===== config.mk =====
export PLATFORM = sky130hd
export DESIGN_NAME = stream_burst_source
export DESIGN_NICKNAME = d
export VERILOG_FILES = /design/src/rtl/stream_pkg.sv /design/src/rtl/stream_burst_source.sv
export SDC_FILE = /design/constraint.sdc
export NUM_CORES = 1
export LEC_CHECK = 0
export BUFFER_PORTS_ARGS = -buffer_cell sky130_fd_sc_hd__buf_2
export CAP_MARGIN = 20
export CORE_ASPECT_RATIO = 1.1
export CORE_MARGIN = 4
export CORE_UTILIZATION = 35
export CTS_BUF_LIST = sky130_fd_sc_hd__clkbuf_16
export CTS_CLUSTER_DIAMETER = 200
export DETAILED_ROUTE_END_ITERATION = 8
export GPL_TIMING_DRIVEN = 0
export SLEW_MARGIN = 20
export SYNTH_ARGS = -nofsm -noshare
export SYNTH_HDL_FRONTEND = slang
export SYNTH_SLANG_ARGS = --single-unit

===== constraint.sdc =====
create_clock -name clk -period 4.05 [get_ports clk]
set_clock_uncertainty 0.15 [all_clocks]
set_input_delay 0.6075 -clock clk [delete_from_list [all_inputs] [get_ports clk]]
set_output_delay 0.6075 -clock clk [all_outputs]
set_load 0.03 [all_outputs]

===== src/rtl/stream_pkg.sv =====
// Shared types and default widths for the burst stream source.
package stream_pkg;

    typedef enum logic [0:0] {ST_IDLE, ST_STREAM} burst_state_e;

    localparam int unsigned DEF_DATA_WIDTH = 32;
    localparam int unsigned DEF_LEN_WIDTH  = 8;
    localparam int unsigned DEF_CNT_WIDTH  = 16;

endpackage


===== src/rtl/stream_burst_source.sv =====
// Valid/ready burst initiator: turns a (start, len, stride) command into an
// arithmetic beat sequence with a last flag, accepting the next command on the last beat.
module stream_burst_source
    import stream_pkg::*;
#(
    parameter int unsigned DATA_WIDTH = DEF_DATA_WIDTH,
    parameter int unsigned LEN_WIDTH  = DEF_LEN_WIDTH,
    parameter int unsigned CNT_WIDTH  = DEF_CNT_WIDTH
) (
    input  logic                  clk,
    input  logic                  rst,
    input  logic                  cmd_valid,
    output logic                  cmd_ready,
    input  logic [DATA_WIDTH-1:0] cmd_start,
    input  logic [LEN_WIDTH-1:0]  cmd_len,
    input  logic [DATA_WIDTH-1:0] cmd_stride,
    output logic [DATA_WIDTH-1:0] out_data,
    output logic                  out_last,
    output logic                  out_valid,
    input  logic                  out_ready,
    output logic                  busy,
    output logic [CNT_WIDTH-1:0]  bursts_done
);

    burst_state_e          r_state;
    logic [DATA_WIDTH-1:0] r_data;
    logic [DATA_WIDTH-1:0] r_stride;
    logic [LEN_WIDTH-1:0]  r_remaining;
    logic                  r_valid;
    logic                  r_last;
    logic                  r_busy;
    logic [CNT_WIDTH-1:0]  r_done;

    logic w_out_fire;
    logic w_last_fire;
    logic w_cmd_ready;
    logic w_cmd_fire;

    // cmd_ready is the one combinational input->output path (via out_ready).
    assign w_out_fire  = r_valid && out_ready;
    assign w_last_fire = w_out_fire && r_last;
    assign w_cmd_ready = (r_state == ST_IDLE) || w_last_fire;
    assign w_cmd_fire  = cmd_valid && w_cmd_ready;

    always_ff @(posedge clk) begin
        if (rst) begin
            r_state     <= ST_IDLE;
            r_data      <= '0;
            r_stride    <= '0;
            r_remaining <= '0;
            r_valid     <= 1'b0;
            r_last      <= 1'b0;
            r_busy      <= 1'b0;
            r_done      <= '0;
        end else begin
            case (r_state)
                ST_IDLE: begin
                    if (w_cmd_fire) begin
                        r_stride    <= cmd_stride;
                        r_data      <= cmd_start;
                        r_remaining <= cmd_len;
                        r_last      <= (cmd_len == '0);
                        r_valid     <= 1'b1;
                        r_busy      <= 1'b1;
                        r_state     <= ST_STREAM;
                    end
                end
                ST_STREAM: begin
                    if (w_last_fire) begin
                        r_done <= r_done + CNT_WIDTH'(1);
                        // A command taken on the last beat reloads with zero bubble.
                        if (w_cmd_fire) begin
                            r_stride    <= cmd_stride;
                            r_data      <= cmd_start;
                            r_remaining <= cmd_len;
                            r_last      <= (cmd_len == '0);
                            r_valid     <= 1'b1;
                        end else begin
                            r_valid <= 1'b0;
                            r_last  <= 1'b0;
                            r_busy  <= 1'b0;
                            r_state <= ST_IDLE;
                        end
                    end else if (w_out_fire) begin
                        r_data      <= r_data + r_stride;
                        r_remaining <= r_remaining - LEN_WIDTH'(1);
                        r_last      <= (r_remaining == LEN_WIDTH'(1));
                    end
                end
                default: r_state <= ST_IDLE;
            endcase
        end
    end

    assign cmd_ready   = w_cmd_ready;
    assign out_data    = r_data;
    assign out_last    = r_last;
    assign out_valid   = r_valid;
    assign busy        = r_busy;
    assign bursts_done = r_done;

endmodule


==> Yosys cells after proc, flatten, opt, wreduce, memory -nomap -nowiden <==
Index checks and enable logic that the tools add are counted.
{ "word_totals": {"regBits": 92, "in_bits": 76} }
{ "classes": {"addsub": 3, "n_eq_ne": 5, "muxes": 25, "bitwise": 1, "n_reduce_logical": 9} }
{ "op_table": {"columns": ["cell", "n"], "rows": [
  ["2-to-1 mux 32 bit", 5],
  ["one-hot mux 32 bit (2 select lines)", 2],
  ["adder 32 bit", 1],
  ["2-to-1 mux 8 bit", 3],
  ["adder 16 x 1 -> 16 bit, second input constant", 1],
  ["one-hot mux 8 bit (2 select lines)", 1],
  ["2-to-1 mux 1 bit", 10],
  ["== test 8 x 1 -> 1 bit, second input constant", 1],
  ["zero test 8 bit", 1],
  ["one-hot mux 1 bit (2 select lines)", 4],
  ["subtractor 8 x 1 -> 8 bit, second input constant", 1],
  ["AND reduction 2 bit", 3],
  ["!= test 2 bit, second input constant", 2],
  ["logical AND 1 bit", 3],
  ["!= test 3 x 1 -> 1 bit, second input constant", 1],
  ["AND reduction 3 bit", 1],
  ["!= test 2 x 1 -> 1 bit, second input constant", 1],
  ["logical OR 1 bit", 1],
  ["inverter 1 bit", 1]
]} }

==> Logic depth before layout (Yosys ltp) <==
{ "logic_depth": {"ltp_word": 7, "depth_mapped": 11} }

==> Worst setup path before layout <==
OpenSTA, ideal clock, no wires.
{ "synth_path": {"kind": "register -> register", "startpoint": "register r_data[0] (netlist: out_data[0])", "endpoint": "register r_data[26] (netlist: out_data[26])", "setup_time_ns": 0.115, "t_arrival_ns": 2.870, "required_ns": 3.785, "setup_slack_ns": 0.916, "path_stages_with_launch": 12, "path_buffers": 0, "synth_period_minus_slack_ns": 3.134, "path_cell_list": "dfxtp_1 > ha_1 > fa_1 > a21o_1 > a221oi_2 > o21ba_2 > o21ai_2 > a211o_2 > a21oi_4 > o21bai_1 > xnor2_1 > a2111oi_0"} }
{ "synth_between": {"elab_chain_cells": 4} }
{ "synth_lines": {"columns": ["item", "line_no", "source"], "rows": [
  ["start: declaration", "stream_burst_source.sv:26", "logic [DATA_WIDTH-1:0] r_data;"],
  ["start signal: assignment", "stream_burst_source.sv:60", "r_data <= cmd_start;"],
  ["start signal: assignment", "stream_burst_source.sv:74", "r_data <= cmd_start;"],
  ["start signal: assignment", "stream_burst_source.sv:85", "r_data <= r_data + r_stride;"],
  ["adder 32 bit", "stream_burst_source.sv:85", null],
  ["2-to-1 mux 32 bit", "stream_burst_source.sv:84", "end else if (w_out_fire) begin"],
  ["2-to-1 mux 32 bit", "stream_burst_source.sv:69", "if (w_last_fire) begin"],
  ["one-hot mux 32 bit (2 select lines)", "stream_burst_source.sv:56", "case (r_state)"]
]} }
Every way passes these cells. The select of a mux whose other input is x is not followed.
A chain may end at the register's enable or synchronous reset.

==> Worst setup path in the final report <==
Ends and elaborated chain as after synthesis.

==> flow_metrics.py <==
metrics = {
    "logic_synthesis": {
        "syn_avg_cell_area_um2": 7.85,
        "ys_seq_area_frac": 0.352,
        "synth_cell_type_count": 58,
        "async_reset_ff_frac": 0,
        "yosysTopAreaCellShare": 0.352,
        "ys_ff_latch": 92,
        "synthTopCellsByArea": "dfxtp_1 35%, ha_1 8.4%, nand2_1 7.4%, a21oi_1 6.8%, nor2_1 6.6%",
        "synthFlopType": "dfxtp_1",
        "synth_most_common_cell": "nand2_1",
        "synth_edf_count": 0,
        "synth_commonest_cells": "103 x nand2_1, 92 x dfxtp_1, 92 x nor2_1",
        "synth_top_area_cell": "dfxtp_1",
        "netlist_area_mm2": 0.00523,
        "syn-num-nets": 778,
        "synth_warnings": 0,
        "syn_inst": 666,
    },
    "placement": {
        "gp_congestion": 0.861,
        "portBuffers": 127,
        "hpwl_mm": 12.5,
        "place_inst": 985,
    },
    "min_path": {
        "hp-class": "flop to flop",
        "hp-start": "r_stride[6]",
        "min_to": "r_stride[6]",
        "hold_depth": 2,
    },
    "detailed_routing": {
        "drt_pass1_iterations": 5,
        "wl_mm": 16.5,
        "viasPerCell": 5.22,
        "wire_per_inst_um": 16.5,
        "drtAntennaViolNets": 0,
        "drt_iter0_drc": 294,
        "via_count": 5217,
        "drcViolationCount": 0,
    },
    "grt": {
        "track_usage": 0.190,
        "met2_usage": 0.328,
        "overflow": 0,
        "grt-busiest-layer": "met2",
        "use_met1": 0.241,
        "use_met3": 0.0342,
        "antenna_found_initial": 0,
        "grt_pass1_wl_mm": 25.5,
        "grt_max_degree": 15,
        "grt_pass1_vias": 4901,
    },
    "die": {
        "dieWidth_um": 125,
        "io_pins": 128,
        "coreArea_mm2": 0.0146,
        "die_y_um": 136,
        "rows": 46,
        "dieArea_mm2": 0.0170,
        "initial_utilization": 0.359,
    },
    "power": {
        "cellLeakagePower_uw": 0.00284,
        "p_per_area_mw_per_mm2": 385,
        "ir_drop_uv": 194,
    },
    "sta": {
        "fmax_mhz": 290,
        "slew_headroom": 0.392,
        "finalCritPeriodShare": 0.853,
        "slew_violations": 0,
        "period_needed_ns": 3.45,
        "fin_setup_tns_ns": 0,
        "tightest_slew_ns": 0.909,
        "setup_viol": 0,
        "hold_violations": 0,
        "rsz0062_at_grt": "false",
    },
    "cts": {
        "cts_resized": 0,
        "clock-root-buffer": "clkbuf_16",
        "cts_max_path_buffers": 2,
        "worstSkewPairLatency_ns": 0.36,
        "cts_tree": "done",
        "hold_buffers": 0,
        "clkTransAtPathRegs_ns": 0.06,
        "cts_sinks": 92,
        "cts_inserted_buffers": 9,
        "postCtsSetupBuffers": 0,
        "ctsHtreeMaxLevel": 3,
    },
    "worst_setup_path": {
        "r2r_cells": 11,
        "r2r-start": "out_data[0]",
        "rrSetupSlack_ns": 0.60,
        "reg2reg_to": "out_data[26]",
        "crit_path_start_kind": "flop",
        "arrival_ns": 3.54,
        "crit_path_end_kind": "flop",
        "critPathRequiredTime_ns": 4.14,
        "crit_type": "flop to flop",
        "crit_fanout": 6,
    },
    "finish": {
        "area_growth_pct": 22.7,
        "fin_cells": 1000,
        "fin_nets": 916,
        "antenna_cells": 0,
        "drive_above_1_share": 0.186,
    },
    "run_status": {
        "run_status": "completed",
    },
    "job": {
        "cap_violations": 0,
    },
}
[logic make-up after synthesis]
logic type,Yosys count,share of synthesized area
AO/OA/AOI/OAI,188,0.234
multiplexers,4,0.00766
AND/OR/NAND/NOR,262,0.216
buffers and inverters,40,0.0290
XOR/XNOR,44,0.0737
flip-flops,92,0.352
adder cells (fa/ha/maj),36,0.0876
[area by class of cell]
class	count	area, um^2
clock buffer	9	225
multi-input combinational	534	3240
buffer	30	114
tap	192	240
fill	1521	8150
clock inverter	6	80.1
timing repair buffer	127	636
inverter	10	37.5
sequential	92	1840
[metal layers]
layer,share of wire,vias to the layer above
met5,0,-
met4,0.015,0
met3,0.041,14
met2,0.48,122
met1,0.46,2414
li1,-,2667
[cell usage in the layout, fill, tap and decap left out, types with 11 or more instances in the layout]
master and n:
nor3_1 14, buf_2 128, xor2_1 26, a21o_1 15
dfxtp_1 92, nor2_1 92, a21oi_1 71, a2111oi_0 18
o21ai_0 25, xnor2_1 18, clkbuf_1 27, ha_1 35
a31oi_1 11, nand2_1 103
[power breakdown]
group / switching (uW) / internal (uW)
clock network: 367 / 532
logic: 350 / 203
registers: 53.3 / 965
[stage by stage]
stage	util	area (um^2)	hold slack (ns)	setup slack [ns]	power, uW
after floorplan	-	5230	0.290	0.916	1410
after global placement	0.419	6100	0.299	0.645	1590
after detailed placement	0.420	6110	0.304	0.666	1590
after CTS	0.441	6410	0.312	0.636	2490
after global routing	0.441	6410	0.334	0.473	2580
final	0.441	6410	0.308	0.597	2470
[worst max-delay path by stage]
stage,endpoint,slack (ns),cells past startpoint,start
2_1_floorplan,out_data[26],0.92,11,out_data[0]
3_3_place_gp,out_data[26],0.65,11,out_data[0]
3_5_place_dp,out_data[26],0.67,11,out_data[0]
4_1_cts,out_data[26],0.64,11,out_data[0]
5_1_grt,out_data[26],0.47,11,out_data[0]
6_report,out_data[26],0.60,11,out_data[0]
[critical path: stages, from the launching register on]
cell and delay [ns]:
dfxtp_1 0.32, ha_1 0.24, fa_1 0.42, a21o_1 0.22
a221oi_2 0.44, o21ba_2 0.26, o21ai_2 0.10, a211o_2 0.39
a21oi_4 0.16, o21bai_1 0.10, xnor2_1 0.13, a2111oi_0 0.38
[flip-flops by register name, indices dropped and copies added, names as in the netlist]
signal,flops
bursts_done,16
busy,1
out_data,32
out_last,1
out_valid,1
r_remaining,8
r_state,1
r_stride,32
No activity file was read; power rests on OpenSTA's default activity.
